==> config.mk <==
export PLATFORM = sky130hd
export DESIGN_NAME = pdm_serializer_flat
export DESIGN_NICKNAME = d
export VERILOG_FILES = /design/src/rtl/pdm_serializer_if.sv /design/src/rtl/pdm_serializer.sv /design/src/flat_wrapper.sv
export SDC_FILE = /design/constraint.sdc
export NUM_CORES = 1
export LEC_CHECK = 0
export ABC_AREA = 0
export CAP_MARGIN = 10
export CORE_UTILIZATION = 55
export DETAILED_ROUTE_END_ITERATION = 8
export PLACE_DENSITY = 0.76
export SLEW_MARGIN = 40
export SYNTH_ARGS = -nofsm -noshare
export SYNTH_HDL_FRONTEND = slang
export SYNTH_SLANG_ARGS = --single-unit
==> constraint.sdc <==
create_clock -name clock -period 1.9 [get_ports clock]
set_input_delay 0.38 -clock clock [delete_from_list [all_inputs] [get_ports clock]]
set_output_delay 0.38 -clock clock [all_outputs]
set_load 0.005 [all_outputs]
==> src/rtl/pdm_serializer_if.sv <==
// Word handshake bundle for pdm_serializer: the producer drives data/load,
// and the serializer returns ready while its holding buffer is empty.
interface pdm_serializer_if;
  logic [15:0] data;
  logic        load;
  logic        ready;

  modport master (output data, output load, input ready);
  modport slave  (input data, input load, output ready);
endinterface

==> src/rtl/pdm_serializer.sv <==
// PDM/PWM word serializer: streams 16-bit words onto AUD_PWM, one bit per CLOCK_DIV clocks.
// Optional saturating underrun counter is enabled by defining SERIALIZER_UNDERRUN_EN.
module pdm_serializer #(
  parameter int CLOCK_DIV = 100,
  parameter bit MSB_FIRST = 1'b1
) (
  input  logic             clock,
  input  logic             reset,
  input  logic             enable,
  pdm_serializer_if.slave  bus,
  output logic             done,
  output logic             pwm_o,
  output logic             aud_sd_o
`ifdef SERIALIZER_UNDERRUN_EN
  ,
  output logic [15:0]      underrun_o
`endif
);

  localparam int DIV_W = $clog2(CLOCK_DIV);

  localparam logic [0:0] S_IDLE  = 1'b0;
  localparam logic [0:0] S_SHIFT = 1'b1;

  logic [DIV_W-1:0] r_div;
  logic [0:0]       r_state;
  logic [3:0]       r_bit_cnt;
  logic [15:0]      r_shreg;
  logic [15:0]      r_hold;
  logic             r_hold_valid;
  logic             r_pwm;
  logic             r_done;
  logic             r_sd;

  logic             w_tick;
  logic             w_last;
  logic             w_first_bit;
  logic             w_next_bit;
  logic [15:0]      w_shifted;

  assign w_tick      = (r_div == DIV_W'(CLOCK_DIV - 1));
  assign w_last      = (r_bit_cnt == 4'd15);
  assign w_first_bit = MSB_FIRST ? r_hold[15] : r_hold[0];
  assign w_next_bit  = MSB_FIRST ? r_shreg[14] : r_shreg[1];
  assign w_shifted   = MSB_FIRST ? {r_shreg[14:0], 1'b0} : {1'b0, r_shreg[15:1]};

  // ready follows the holding register directly, so a word can never be
  // accepted in the same cycle the hold is drained into the shifter.
  assign bus.ready = ~r_hold_valid;
  assign done      = r_done;
  assign pwm_o     = r_pwm;
  assign aud_sd_o  = r_sd;

  // NOTE: sequential state uses non-blocking assignments only, so every
  // register sees the pre-edge values of its neighbours regardless of order.
  always_ff @(posedge clock or posedge reset) begin
    if (reset) begin
      r_div        <= '0;
      r_state      <= S_IDLE;
      r_bit_cnt    <= '0;
      r_shreg      <= '0;
      r_hold       <= '0;
      r_hold_valid <= 1'b0;
      r_pwm        <= 1'b0;
      r_done       <= 1'b0;
      r_sd         <= 1'b0;
    end else if (!enable) begin
      r_div        <= '0;
      r_state      <= S_IDLE;
      r_bit_cnt    <= '0;
      r_hold_valid <= 1'b0;
      r_pwm        <= 1'b0;
      r_done       <= 1'b0;
      r_sd         <= 1'b0;
    end else begin
      r_sd   <= 1'b1;
      r_done <= 1'b0;
      r_div  <= w_tick ? '0 : r_div + DIV_W'(1);

      if (bus.load && !r_hold_valid) begin
        r_hold       <= bus.data;
        r_hold_valid <= 1'b1;
      end

      if (w_tick) begin
        if (r_state == S_IDLE || w_last) begin
          if (r_state == S_SHIFT) r_done <= 1'b1;
          // A waiting word starts on the same tick the previous one ends: no gap bit.
          if (r_hold_valid) begin
            r_shreg      <= r_hold;
            r_pwm        <= w_first_bit;
            r_bit_cnt    <= '0;
            r_hold_valid <= 1'b0;
            r_state      <= S_SHIFT;
          end else begin
            r_pwm   <= 1'b0;
            r_state <= S_IDLE;
          end
        end else begin
          r_bit_cnt <= r_bit_cnt + 4'd1;
          r_shreg   <= w_shifted;
          r_pwm     <= w_next_bit;
        end
      end
    end
  end

`ifdef SERIALIZER_UNDERRUN_EN
  logic        w_underrun_evt;
  logic [15:0] r_underrun;

  // A word finished with nothing queued behind it; survives enable low.
  assign w_underrun_evt = enable && w_tick && (r_state == S_SHIFT) && w_last && !r_hold_valid;
  assign underrun_o     = r_underrun;

  always_ff @(posedge clock or posedge reset) begin
    if (reset) begin
      r_underrun <= '0;
    end else if (w_underrun_evt && (r_underrun != 16'hFFFF)) begin
      r_underrun <= r_underrun + 16'd1;
    end
  end
`endif

endmodule

==> src/flat_wrapper.sv <==
// flat-port wrapper written by rule: the top's interface ports become plain ports
module pdm_serializer_flat 
#(
  parameter int CLOCK_DIV = 100,
  parameter bit MSB_FIRST = 1'b1
)
  (clock, reset, enable, done, pwm_o, aud_sd_o, bus_data, bus_load, bus_ready);
  pdm_serializer_if bus_i ();
  input  logic clock;
  input  logic reset;
  input  logic enable;
  output logic done;
  output logic pwm_o;
  output logic aud_sd_o;
  input wire logic [$bits(bus_i.data)-1:0] bus_data;
  input wire logic [$bits(bus_i.load)-1:0] bus_load;
  output wire logic [$bits(bus_i.ready)-1:0] bus_ready;
  assign bus_i.data = bus_data;
  assign bus_i.load = bus_load;
  assign bus_ready = bus_i.ready;
  pdm_serializer #(.CLOCK_DIV(CLOCK_DIV), .MSB_FIRST(MSB_FIRST)) u_core (.clock(clock), .reset(reset), .enable(enable), .bus(bus_i), .done(done), .pwm_o(pwm_o), .aud_sd_o(aud_sd_o));
endmodule
Word level (Yosys, flattened, before mapping):

Index checks and enable logic that the tools add are counted.

* equality and inequality tests: 6
* bitwise gates (word level): 2
* $add $sub $neg: 2
* mux-type cells: 26
* reductions and logical operators: 7

Operators by type and width (count)
* 15-bit 2-to-1 mux: 2
* 1-bit 2-to-1 mux: 18
* 4-bit 2-to-1 mux: 4
* 7-bit 2-to-1 mux: 2
* 7-bit by 1-bit adder with 7-bit output, second input constant: 1
* 7-bit == test, second input constant: 1
* 2-bit by 1-bit != test with 1-bit output, second input constant: 3
* 2-bit AND reduction: 3
* 4-bit by 1-bit adder with 4-bit output, second input constant: 1
* 4-bit == test, second input constant: 1
* 3-bit by 2-bit != test with 1-bit output, second input constant: 1
* 3-bit AND reduction: 1
* 1-bit NOT: 2
* 1-bit logical AND: 1
* 1-bit zero test: 1
* 1-bit logical OR: 1

* input bits: 20
* bits in registers: 47
* output and inout port bits: 4
* logic and storage cells: 52

Longest topological paths before layout:

Gate-level depths: netlist (run 1).

* depth after elaboration: 7
* depth in mapped cells: 7
* gate-level depth less buffers: 6

Least setup slack after synthesis (run 1):

Ideal clock, no wire load.

* path type: register -> register
* start point: reg u_core.r_div[0]
* end point: reg u_core.r_shreg[10]
* data required time: 1.777 ns
* setup time: 0.123 ns
* arrival: 1.445 ns
* buffers on the path: 2
* setup slack: 0.333 ns
* stages on the path, launching flop included: 8
* path through: dfrtp_1 ha_1 and4bb_2 nand3b_2 nor3b_2 buf_4 buf_6 a21oi_1

* cells in the longest elaborated chain, start to end: 2

RTL lines
* from (decl): RTL line pdm_serializer.sv:25 `logic [DIV_W-1:0] r_div;`
* from (signal assigned): RTL line pdm_serializer.sv:78 `r_div <= w_tick ? '0 : r_div + DIV_W'(1);`
* 7-bit == test: RTL line pdm_serializer.sv:41 `assign w_tick = (r_div == DIV_W'(CLOCK_DIV - 1));`
* 3-bit AND reduction (no line)
* to (signal assigned): RTL line pdm_serializer.sv:90 `r_shreg <= r_hold;`
* to (signal assigned): RTL line pdm_serializer.sv:101 `r_shreg <= w_shifted;`
* to (decl): RTL line pdm_serializer.sv:28 `logic [15:0] r_shreg;`

No other way between the ends.
A chain may end at the register's enable or synchronous reset.

Final worst setup path (run 1):

* start point: reg u_core.r_hold_valid
* end point: out bus_ready

* cells in the longest elaborated chain, start to end: 1

RTL lines
* from (decl): RTL line pdm_serializer.sv:30 `logic r_hold_valid;`
* from (signal assigned): RTL line pdm_serializer.sv:63 `r_hold_valid <= 1'b0;`
* from (signal assigned): RTL line pdm_serializer.sv:71 `r_hold_valid <= 1'b0;`
* from (signal assigned): RTL line pdm_serializer.sv:82 `r_hold_valid <= 1'b1;`
* 1-bit NOT: RTL line pdm_serializer.sv:49 `assign bus.ready = ~r_hold_valid;`
* to (decl): RTL line flat_wrapper.sv:17 `output wire logic [$bits(bus_i.ready)-1:0] bus_ready;`

No other way between the ends.

==> results of run 1 <==
==> synth_stat cells, drive strengths merged <==
library cell,number,share of area (%)
dfrtp,47,57
nor2,21,3.8
mux2,17,9.3
a21oi,16,3.9
mux2i,14,6.8
nand2,9,1.8
nand3,9,2.7
inv,6,1.1
o21ai,6,1.5
buf,5,1.9
nand4,3,0.92
xnor2,3,1.3
and3,2,0.61
ha,2,1.2
nor3,2,0.49
o211ai,2,0.73
xor2,2,0.85
a21boi,1,0.37
a31oi,1,0.31
and2,1,0.31
and3b,1,0.43
and4bb,1,0.61
clkbuf,1,0.18
nand3b,1,0.55
nor3b,1,0.61
o22ai,1,0.31
==> registers in the layout, summed over array words and instances (netlist names) <==
name,count
u_core.aud_sd_o,1
u_core.done,1
u_core.pwm_o,1
u_core.r_bit_cnt,4
u_core.r_div,7
u_core.r_hold,16
u_core.r_hold_valid,1
u_core.r_shreg,15
u_core.r_state,1
==> layer usage <==
metal	vias up	global-route usage, %
met2	29	34.9
met4	0	7.85
met1	661	25.1
met3	4	5.11
met5	-	0
li1	664	-
==> power by group through the flow <==
stage	clock, uW	combinational [uW]	sequential, uW
finish	860	242	1150
detailed placement	0	244	1170
CTS	878	246	1150
global placement	0	231	1170
global route	917	273	1170
floorplan	0	164	1160
==> critical path: cells and delay by family (launching register included) <==
kind                   cells  cell delay [ps]
buffers and inverters      2              630
DFF                        1              470
==> how the worst max path moves through the flow <==
stage,slack (ps),end,startpoint
after global placement,100,u_core.r_hold[5]$_DFFE_PP0P_,enable
final,120,bus_ready,u_core.r_hold_valid$_DFF_PP0_
after global routing,20,u_core.r_shreg[3]$_DFFE_PP0P_,u_core.r_div[0]$_DFF_PP0_
after floorplan,330,u_core.r_shreg[10]$_DFFE_PP0P_,u_core.r_div[0]$_DFF_PP0_
after CTS,100,u_core.r_shreg[2]$_DFFE_PP0P_,u_core.r_div[0]$_DFF_PP0_
after detailed placement,50,u_core.r_hold[3]$_DFFE_PP0P_,enable
==> cell usage in the layout, fill, tap and decap left out <==
cell | netlist | final
nand3b_4 | 0 | 1
a21oi_1 | 16 | 16
o22ai_1 | 1 | 1
bufinv_16 | 0 | 2
nor3b_4 | 0 | 1
xor2_1 | 2 | 2
mux2_2 | 17 | 17
nor2_1 | 21 | 21
mux2i_1 | 14 | 14
nand4_1 | 3 | 3
and4bb_2 | 1 | 1
a31oi_1 | 1 | 1
o211ai_1 | 2 | 2
nand2_1 | 8 | 8
dfrtp_1 | 47 | 47
clkbuf_8 | 0 | 5
ha_1 | 2 | 2
buf_12 | 0 | 3
nor3_1 | 2 | 2
o21ai_0 | 4 | 4
and3b_1 | 1 | 1
a21boi_0 | 1 | 1
o21ai_1 | 2 | 2
clkinvlp_4 | 0 | 1
clkdlybuf4s50_1 | 0 | 23
nand3_2 | 2 | 2
inv_1 | 6 | 5
and3_1 | 2 | 2
xnor2_1 | 3 | 3
and2_1 | 1 | 1
clkinv_1 | 0 | 1
buf_4 | 3 | 1
nand2_2 | 1 | 1
nand3_1 | 7 | 7
==> metrics by stage <==
stage | total power, uW | instances
CTS | 2280 | 250
floorplan | 1320 | 175
global route | 2360 | 250
finish | 2250 | 250
detailed placement | 1420 | 242
global placement | 1400 | 242
==> what timing repair did <==
| action | CTS | global route |
|---|---|---|
| gates resized for setup | 0 | 2 |
| setup buffers | 0 | 0 |
| hold buffers | 0 | 0 |
| setup endpoints to repair | 0 | 7 |
==> cells by family (layout without fill, tap and decap cells) <==
kind of cell / count (synthesis) / count (layout) / share of synthesized area, %
buffers and inverters: 12 / 41 / 3.17
adders and majority gates: 2 / 2 / 1.22
AOI/OAI and AO/OA: 27 / 27 / 7.08
DFF: 47 / 47 / 57.4
xor gates and xnor gates: 5 / 5 / 2.14
muxes: 31 / 31 / 16.2
and+or+nand+nor: 51 / 51 / 12.8
==> final cells by class <==
cell class | instances | area, um^2 | area share (%)
repair buffers | 27 | 298 | 11.8
multi-input cells | 116 | 823 | 32.8
well taps | 46 | 57.6 | 2.29
clock inverters | 3 | 67.6 | 2.69
clock buffers | 5 | 68.8 | 2.74
inverters | 6 | 22.5 | 0.896
flip-flops and latches | 47 | 1180 | 46.8
==> results.json, run 1 <==
{
  "clkLatencyLatePin_ps": 300,
  "arrival_ps": 1400,
  "fillerInstances": 235,
  "fp.dieW_um": 63.0,
  "clock_path_buffers": 2,
  "first_pass_iters": 4,
  "hold-worst-slack_ps": 411,
  "synth_cell_types": 31,
  "antenna_left": 0,
  "p_per_area_nw_per_um2": 897,
  "num_vias": 1358,
  "finalCriticalPeriod_ps": 1780,
  "gr-total-overflow": 0,
  "finalMaxSlewViolations": 0,
  "io_buffer_count": 23,
  "max_stage_delay_ps": 500,
  "cts_tree": "yes",
  "timing.final.crit_share_pct": 93.5,
  "clock_sinks": 47,
  "syn-instance-count": 175,
  "vias_per_cell": 5.43,
  "rsz0062_at_grt": "false",
  "skew_ps": 11.5,
  "start_util_pct": 59.5,
  "syn_area_um2": 2050,
  "hold_violations": 0,
  "met2_length_um": 1720,
  "die_area_um2": 3970,
  "clk_pin_slew_ps": 90,
  "drive_above_1_share_pct": 17.2,
  "regToRegSetupSlack_ps": 150,
  "critPathLaunchType": "flip-flop",
  "setup_viol": 0,
  "antenna_cells": 0,
  "nets": 225,
  "finalInstanceArea_um2": 2510,
  "drtIter0Drc": 104,
  "synth_nets": 197,
  "preCtsSetupSlack_ps": 48.7,
  "drt_wl_total_um": 3480,
  "cp.required_ps": 1520,
  "met1_length_um": 1580,
  "r2r_end": "u_core.r_shreg[2]$_DFFE_PP0P_",
  "p_int_uw": 1770,
  "gr-usage-all-layers_pct": 20.6,
  "cts-root-buf": "clkbuf_8",
  "vdd_drop_max_uv": 644,
  "outcome": "finished, final reports clean",
  "path_cells": "inv_1 > clkdlybuf4s50_1",
  "setup_tns_ps": 0,
  "met3_length_um": 127,
  "dp_hpwl_um": 2300,
  "power_leakage_uw": 0.00119,
  "seqPwrFrac_pct": 51.1,
  "rows": 21,
  "worstMarginPinSlew_ps": 469,
  "cts_buffers": 5,
  "min_path_type": "input pin to async pin",
  "synth-seq-cells": 47,
  "grt_pass1_vias": 1365,
  "ff2ff_path_depth": 7,
  "io_pins": 24,
  "drc": 0,
  "crit_slowest_cell": "clkdlybuf4s50_1",
  "die_h_um": 63.0,
  "antenna_found_initial": 0,
  "grt_pass1_wl_um": 6220,
  "grt_max_degree": 48,
  "slew_headroom_pct": 68.7,
  "synth.avg_cell_area_um2": 11.7,
  "crit_type": "flip-flop to output port",
  "cts.htree.levels": 2,
  "layout_setup_ws_ps": 123,
  "power.share.clock_pct": 38.1,
  "routedWlPerCell_um": 13.9,
  "routed.top_layer": "met4",
  "timing.fmax_mhz": 563,
  "reg2reg_from": "u_core.r_div[0]$_DFF_PP0_",
  "crit_path_end_kind": "output port",
  "gp_congestion": 0.745,
  "core-area_um2": 3440,
  "p_sw_uw": 486,
  "ys.warnings.count": 0,
  "post_dp_cell_area_um2": 2360,
  "switching_share_pct": 21.5,
  "max_cap_violations": 0,
  "path_max_fanout": 7,
  "areaGrowthSynthToFinish_pct": 22.6,
  "final_util_pct": 73.0,
  "combPwrFrac_pct": 10.7,
  "synth-seq-area-share_pct": 57.4
}
No activity file was read; power rests on OpenSTA's default activity.
==> run 2, diff against run 1 <==
--- a/config.mk
+++ b/config.mk
@@ -6,6 +6,7 @@
 export NUM_CORES = 1
 export LEC_CHECK = 0
 export ABC_AREA = 0
+export ABC_CLOCK_PERIOD_IN_PS = 1900
 export CAP_MARGIN = 10
 export CORE_UTILIZATION = 55
 export DETAILED_ROUTE_END_ITERATION = 8
==> results of run 2 <==
Final layout, timing and power as in run 1 (identical DEF).
